### config.mk
export PLATFORM = sky130hd
export DESIGN_NAME = multi_billing
export DESIGN_NICKNAME = d
export VERILOG_FILES = /design/src/rtl/multi_billing.sv
export SDC_FILE = /design/constraint.sdc
export NUM_CORES = 1
export LEC_CHECK = 0
export ABC_AREA = 1
export BUFFER_PORTS_ARGS = -buffer_cell sky130_fd_sc_hd__buf_2
export CORE_ASPECT_RATIO = 2
export CORE_UTILIZATION = 45
export DETAILED_ROUTE_END_ITERATION = 6
export PLACE_DENSITY = 0.79
export SKIP_CTS_REPAIR_TIMING = 1
export SLEW_MARGIN = 20
export SYNTH_ARGS = -nofsm -noshare
export SYNTH_HDL_FRONTEND = slang
export SYNTH_SLANG_ARGS = --single-unit
### constraint.sdc
create_clock -name clk -period 2.2 [get_ports clk]
set_input_delay 0.33 -clock clk [delete_from_list [all_inputs] [get_ports clk]]
set_output_delay 0.33 -clock clk [all_outputs]
set_load 0.02 [all_outputs]
### src/rtl/multi_billing.sv
// Car-wash program billing: price lookup, BCD display and balance charging.
// A single FSM walks IDLE -> CONV -> SHOW -> (CONV) -> PAID.
module multi_billing #(
    parameter int NUM_MODES = 4,
    parameter int PRICE_W   = 12,
    localparam int MODE_W   = (NUM_MODES < 2) ? 1 : $clog2(NUM_MODES)
) (
    input  logic                          clk,
    input  logic                          rst,
    input  logic                          on,
    input  logic [MODE_W-1:0]             mode,
    input  logic [NUM_MODES*PRICE_W-1:0]  price_tbl,
    input  logic [PRICE_W-1:0]            bal,
    input  logic                          confirm,
    input  logic                          cancel,
    output logic [PRICE_W-1:0]            bal_new,
    output logic                          next,
    output logic                          deny,
    output logic [15:0]                   digits,
    output logic [7:0]                    st_light
);

    localparam int CNT_W = $clog2(PRICE_W);
    localparam logic [CNT_W-1:0] LAST = CNT_W'(PRICE_W - 1);
    localparam logic [15:0] BLANK4 = 16'hBBBB;

    // State encoding doubles as the one-hot LED pattern.
    typedef enum logic [7:0] {
        IDLE = 8'h01,
        CONV = 8'h20,
        SHOW = 8'h40,
        PAID = 8'h80
    } state_t;

    state_t             state;
    logic [PRICE_W-1:0] price;
    logic [MODE_W-1:0]  cur_mode;
    logic [PRICE_W-1:0] sh;
    logic [15:0]        bcd;
    logic [CNT_W-1:0]   cnt;
    logic               paid_conv;
    logic               armed;

    logic [MODE_W-1:0]  mode_eff;
    logic [PRICE_W-1:0] sel_price;
    logic [15:0]        bcd_adj;
    logic [16:0]        bcd_step;

    assign st_light = state;

    // Blank leading zeros, keep d0, saturate anything past four digits.
    function automatic logic [15:0] to_digits(input logic [16:0] b);
        logic [15:0] d;
        d = b[15:0];
        if (b[16]) begin
            d = 16'h9999;
        end else if (d[15:12] == 4'd0) begin
            d[15:12] = 4'hB;
            if (d[11:8] == 4'd0) begin
                d[11:8] = 4'hB;
                if (d[7:4] == 4'd0) d[7:4] = 4'hB;
            end
        end
        return d;
    endfunction

    // Mode sanitising, price lookup and one double-dabble step.
    always_comb begin
        mode_eff  = (32'(mode) < NUM_MODES) ? mode : '0;
        sel_price = price_tbl[mode_eff*PRICE_W +: PRICE_W];
        bcd_adj   = bcd;
        for (int i = 0; i < 4; i++) begin
            if (bcd[i*4 +: 4] >= 4'd5)
                bcd_adj[i*4 +: 4] = bcd[i*4 +: 4] + 4'd3;
        end
        // A prefix can only reach the fifth digit on the final shift.
        bcd_step = {bcd_adj, sh[PRICE_W-1]};
    end

    // Billing FSM with registered display, pulses and balance.
    always_ff @(posedge clk) begin
        if (rst) begin
            state     <= IDLE;
            digits    <= BLANK4;
            bal_new   <= '0;
            next      <= 1'b0;
            deny      <= 1'b0;
            cnt       <= '0;
            sh        <= '0;
            bcd       <= '0;
            price     <= '0;
            cur_mode  <= '0;
            paid_conv <= 1'b0;
            armed     <= 1'b1;
        end else begin
            next <= 1'b0;
            deny <= 1'b0;
            if (!confirm) armed <= 1'b1;
            if (!on) begin
                state  <= IDLE;
                digits <= BLANK4;
                cnt    <= '0;
            end else begin
                case (state)
                    IDLE: begin
                        price     <= sel_price;
                        cur_mode  <= mode_eff;
                        sh        <= sel_price;
                        bcd       <= '0;
                        cnt       <= '0;
                        paid_conv <= 1'b0;
                        state     <= CONV;
                    end
                    CONV: begin
                        if (!paid_conv && mode_eff != cur_mode) begin
                            price    <= sel_price;
                            cur_mode <= mode_eff;
                            sh       <= sel_price;
                            bcd      <= '0;
                            cnt      <= '0;
                        end else begin
                            sh  <= {sh[PRICE_W-2:0], 1'b0};
                            bcd <= bcd_step[15:0];
                            cnt <= cnt + 1'b1;
                            if (cnt == LAST) begin
                                digits <= to_digits(bcd_step);
                                cnt    <= '0;
                                state  <= paid_conv ? PAID : SHOW;
                            end
                        end
                    end
                    SHOW: begin
                        if (cancel) begin
                            state  <= IDLE;
                            digits <= BLANK4;
                        end else if (mode_eff != cur_mode) begin
                            price    <= sel_price;
                            cur_mode <= mode_eff;
                            sh       <= sel_price;
                            bcd      <= '0;
                            cnt      <= '0;
                            state    <= CONV;
                        end else if (confirm && armed) begin
                            armed <= 1'b0;
                            if (bal >= price) begin
                                bal_new   <= bal - price;
                                next      <= 1'b1;
                                sh        <= bal - price;
                                bcd       <= '0;
                                cnt       <= '0;
                                paid_conv <= 1'b1;
                                state     <= CONV;
                            end else begin
                                deny <= 1'b1;
                            end
                        end
                    end
                    PAID: begin
                        if (cancel) begin
                            state  <= IDLE;
                            digits <= BLANK4;
                        end
                    end
                    default: state <= IDLE;
                endcase
            end
        end
    end

endmodule

== After elaboration in Yosys (flattened, before gate mapping) ==
Index checks and enable logic that the tools add are counted.

* Output and inout bits: 38
* Logic and storage cells: 131
* Register bits after elaboration: 86

* Muxes and demuxes: 62
* Shift-type cells: 1
* Multiply operators: 1
* Add/sub/neg operators: 6
* Order comparisons: 5
* Equality and inequality tests: 20
* Reductions and logical operators: 19
* Bitwise operators: 5

{| class="wikitable"
|+ Operator list
! kind !! count
|-
| 16-bit two-way mux || 8
|-
| 12-bit two-way mux || 10
|-
| 8-bit two-way mux || 9
|-
| 12-bit case mux with 3 select lines || 2
|-
| 4-bit two-way mux || 12
|-
| 16-bit case mux with 3 select lines || 1
|-
| 48-bit by 7-bit indexed part select with 12-bit output || 1
|-
| 16-bit case mux with 2 select lines || 1
|-
| 8-bit case mux with 4 select lines || 1
|-
| 2-bit != test (second input constant) || 9
|-
| 4-bit by 2-bit adder with 4-bit output (second input constant) || 4
|-
| 4-bit by 3-bit >= comparator with 1-bit output (second input constant) || 4
|-
| 5-bit AND reduction || 3
|-
| 12-bit >= comparator || 1
|-
| 4-bit zero test || 3
|-
| 1-bit two-way mux || 12
|-
| 4-bit case mux with 3 select lines || 1
|-
| 6-bit AND reduction || 2
|-
| 12-bit subtractor || 1
|-
| 8-bit by 1-bit equality test with 1-bit output (second input constant) || 1
|-
| 8-bit by 6-bit equality test with 1-bit output (second input constant) || 1
|-
| 8-bit by 7-bit equality test with 1-bit output (second input constant) || 1
|-
| 8-bit equality test (second input constant) || 1
|-
| 4-bit != test (second input constant) || 2
|-
| other kinds (17) || 28
|}

== Longest topological paths before layout ==
* Depth after elaboration: 10
* Depth in mapped cells: 15
* Depth with buffers taken out: 15

== Worst setup path before layout ==
OpenSTA, ideal clock, no wires.

* Path kind: input port to flip-flop
* Start: input bal[0]
* End: register sh[8]
* Setup slack: 0.020 ns
* Buffers on the path: 2
* Library setup time: 0.113 ns
* Arrival: 2.067 ns
* Stages: 15
* Cells stage by stage: inv_1 ha_1 fa_1 inv_1 nand3_1 nand2_2 nand3_1 nand4_2 nand2_4 nand2_4 nand3_2 buf_6 buf_6 nor2_1 nor2_1

* Word-level cells in the longest chain between the ends: 6
* Elaborated cells between the ends (all ways): 9
* Those cells by class: 1 x add/sub; 1 x order compare; 1 x eq/ne; 5 x mux; 1 x reduce/logical

{| class="wikitable"
|+ Ends and longest elaborated chain
! item !! line !! text
|-
| from (decl) || 13 || <nowiki>input logic [PRICE_W-1:0] bal,</nowiki>
|-
| 12-bit subtractor || 148 || <nowiki>sh <= bal - price;</nowiki>
|-
| 12-bit two-way mux || 145 || <nowiki>if (bal >= price) begin</nowiki>
|-
| 12-bit two-way mux || 143 || <nowiki>end else if (confirm && armed) begin</nowiki>
|-
| 12-bit two-way mux || 136 || <nowiki>end else if (mode_eff != cur_mode) begin</nowiki>
|-
| 12-bit two-way mux || 133 || <nowiki>if (cancel) begin</nowiki>
|-
| 12-bit case mux with 3 select lines || 104 || <nowiki>case (state)</nowiki>
|-
| to (signal assigned) || 108 || <nowiki>sh <= sel_price;</nowiki>
|-
| to (signal assigned) || 139 || <nowiki>sh <= sel_price;</nowiki>
|-
| to (signal assigned) || 148 ||
|-
| to (decl) || 38 || <nowiki>logic [PRICE_W-1:0] sh;</nowiki>
|}

Several ways; a longest one is shown, not always the timed one. The select of a mux whose other input is x is not followed.
A chain may end at the register's enable or synchronous reset.

== Worst setup path after layout ==
* Start: register price[0]
* End: register sh[5]

* Word-level cells in the longest chain between the ends: 6
* Elaborated cells between the ends (all ways): 9
* Those cells by class: 1 x add/sub; 1 x order compare; 1 x eq/ne; 5 x mux; 1 x reduce/logical

{| class="wikitable"
|+ Ends and longest elaborated chain
! item !! line !! text
|-
| from (decl) || 36 || <nowiki>logic [PRICE_W-1:0] price;</nowiki>
|-
| from (signal assigned) || 106 || <nowiki>price <= sel_price;</nowiki>
|-
| from (signal assigned) || 116 || <nowiki>price <= sel_price;</nowiki>
|-
| from (signal assigned) || 137 || <nowiki>price <= sel_price;</nowiki>
|-
| 12-bit subtractor || 148 ||
|-
| 12-bit two-way mux || 145 ||
|-
| 12-bit two-way mux || 143 ||
|-
| 12-bit two-way mux || 136 ||
|-
| 12-bit two-way mux || 133 ||
|-
| 12-bit case mux with 3 select lines || 104 ||
|}

Several ways; a longest one is shown, not always the timed one. The select of a mux whose other input is x is not followed.

==> results.cfg <==
[status]
status = complete, but fails checks
violations = DRC

[run]
cap_violations = 0

[power]
p_leak_nw = 3.54
power_per_cell_area_nw_per_um2 = 717
ir_drop_v = 0.000454

[yosys]
synth_compound_area_share_pct = 11.9
synth_edf_count = 0
syn_inst = 902
yosysMostFrequentCell = nand2_1
netlist_area_um2 = 5500
ys_ff_latch = 82
ys_seq_area_share_pct = 29.9
synth-xor-area-share_pct = 1.27
synthDominantCellAreaShare_pct = 29.9
yosysTopAreaCell = dfxtp_1
yosys.area_share.simple_pct = 38.7
ys.flop_type = dfxtp_1
synth.distinct_cells = 38
synthAdderAreaFrac_pct = 5.14
synth_top_family_by_area = simple AND/OR/NAND/NOR gates
synth_area_per_cell_um2 = 6.10
synth_area_leaders = dfxtp_1 (30%), nand2_1 (18%), inv_1 (8.9%), nor2_1 (7.8%), nand3_1 (6.9%)
synthMuxAreaShare_pct = 0
ys_warn_count = 0
synthArstFlopShare_pct = 0
synth_commonest_cells = nand2_1 (263), inv_1 (131), nor2_1 (114), dfxtp_1 (82), nand3_1 (76)

[route]
wl_met2_um = 8880
drt-total-wl_um = 16200
drtPass1Iterations = 7
wl_per_cell_um = 14.0
via_count = 6020
viasPerCell = 5.19
wl_met1_um = 5700
dr_wl_met3_um = 468
highest_layer = met4
drc = 4
first_iter_violations = 289
ant_nets = 0

[worst_setup_path]
cp_max_fo = 8
crit_type = flip-flop to flip-flop
cp_slowest_cell = dfxtp_4
r2r_start = price[0]$_SDFFE_PP0P_
reg2reg_slack_ns = 0.07
crit_buf_inv = 2
crit_path_start_kind = flip-flop
worst_ep_required_time_ns = 2.43
crit_family = simple AND/OR/NAND/NOR gates
cp-end-kind = flip-flop
r2r-end = sh[5]$_SDFFE_PP0P_
ff2ff_path_depth = 13
cpPeakStageDelay_ns = 0.37
cp.arrival_ns = 2.37
path_cells = ha_2 -> fa_2 -> inv_1 -> nand3_2 -> nand2_2 -> nand3_2 -> nand4_4 -> nand2_4 -> nand2_4 -> nand3_4 -> buf_12 -> nor2_1 -> nor2_1

[sta]
fmax_mhz = 469
fin_crit_ns = 2.13
fin_worst_skew_ns = 0.0125
hold_viol = 0
finalCritPeriodShare_pct = 96.9
finalMaxSlewViolations = 0
setup_viol = 0

[place]
dp.cells = 1141
portBuffers = 100
dp_hpwl_um = 12400
gp_congestion = 0.976
postPlaceCellArea_um2 = 6230

[die]
die_h_um = 158
core_um2 = 11800
die_w_um = 80.2
io_pins = 105
die_area_um2 = 12700
initial_core_util_pct = 46.4
num_rows = 56

[layout]
stdcell_area_um2 = 6730
layout-drive-gt1-share_pct = 18.2
diodes = 0
area_growth_pct = 22.3
finalNonFillerCells = 1161
fin_nets = 1100

[cts]
cts.htree.levels = 3
cts_tree = yes
clk_pin_slew_ns = 0.07
ctsRootBufferMaster = clkbuf_16
cts_made_buffers = 9
insertion_delay_ns = 0.35
clk_path_buf_depth = 2
cts_num_sinks = 82

[global_routing]
grt_first_pass_wirelength_um = 25400
grt_pass1_vias = 5508
grt_max_degree = 38
grt_usage_pct = 26.3
grt_overflow = 0
antenna_found_initial = 0

[hold_path]
whs_path_depth = 2
hold_class = input pin to flip-flop
min_from = confirm
holdPathEnd = armed$_SDFF_PP1_
-- worst max-delay path by stage --
stage	startpoint	slack [ns]	to	cells after the start
3_3_place_gp	bal[0]	0.02	sh[8]$_SDFFE_PP0P_	15
6_report	price[0]$_SDFFE_PP0P_	0.07	sh[5]$_SDFFE_PP0P_	13
2_1_floorplan	bal[0]	0.02	sh[8]$_SDFFE_PP0P_	15
3_5_place_dp	bal[0]	-0.04	sh[8]$_SDFFE_PP0P_	15
4_1_cts	price[0]$_SDFFE_PP0P_	-0.02	sh[5]$_SDFFE_PP0P_	13
5_1_grt	price[0]$_SDFFE_PP0P_	-0.04	sh[9]$_SDFFE_PP0P_	14
-- state kept, by name, indices dropped and copies added (netlist names) --
signal and flops:
cur_mode 2, next 1, cnt 4, bcd 16, st_light 4, sh 12, armed 1, paid_conv 1
digits 16, deny 1, bal_new 12, price 12
-- per-layer routing --
layer / track usage [%] / up-vias
met3: 3.44 / 78
met1: 25.1 / 2697
met2: 49.4 / 174
met4: 20.0 / 0
met5: 0 / -
li1: - / 3071
-- report_power, final --
group / internal [mW] / switching [mW] / leakage [nW]
clock: 1.13 / 0.667 / 0.174
sequential: 1.58 / 0.0613 / 0.671
combinational: 0.501 / 0.886 / 2.70
total: 3.21 / 1.61 / 3.54
-- cells by family (layout without fill, tap and decap cells) --
logic type      count (synthesis)  after routing
simple gates                  500            500
buf+inv                       173            284
compound gates                116            116
flops                          82             82
fa+ha+maj                      22             22
xor+xnor                        8              8
other cells                     1              4
-- through the flow --
stage	TNS, ns	utilization [%]	hold WS, ns	power, mW	worst slack (ns)
finish	0	56.8	0.211	4.83	0.0672
global placement	0	52.6	0.434	2.94	0.0179
CTS	-0.0382	55.6	0.209	4.76	-0.0209
global route	-0.0656	56.8	0.207	5.07	-0.0363
detailed placement	-0.135	52.6	0.444	2.96	-0.0364
floorplan	0	-	0.419	2.57	0.0203
-- area by class of cell --
type,instances,area (µm²)
timing repair buffer,129,795
inverter,138,524
tap,145,181
clock buffer,9,225
clock inverter,7,130
timing repair inverter,1,5.00
sequential,82,1650
multi-input combinational,650,3220
fill,1173,5110
-- cell usage in the layout (no fill, tap or decap), types with 7 or more instances in the layout --
master	netlist	final
ha_1	21	19
o21ai_0	49	49
inv_1	131	130
dfxtp_1	82	81
nand4_1	25	25
nor2_1	114	112
o22ai_1	7	7
nand2_1	263	263
buf_2	9	100
buf_4	5	23
a21oi_1	42	41
clkbuf_16	0	11
nand3_1	76	74
No activity file was read; power rests on OpenSTA's default activity.
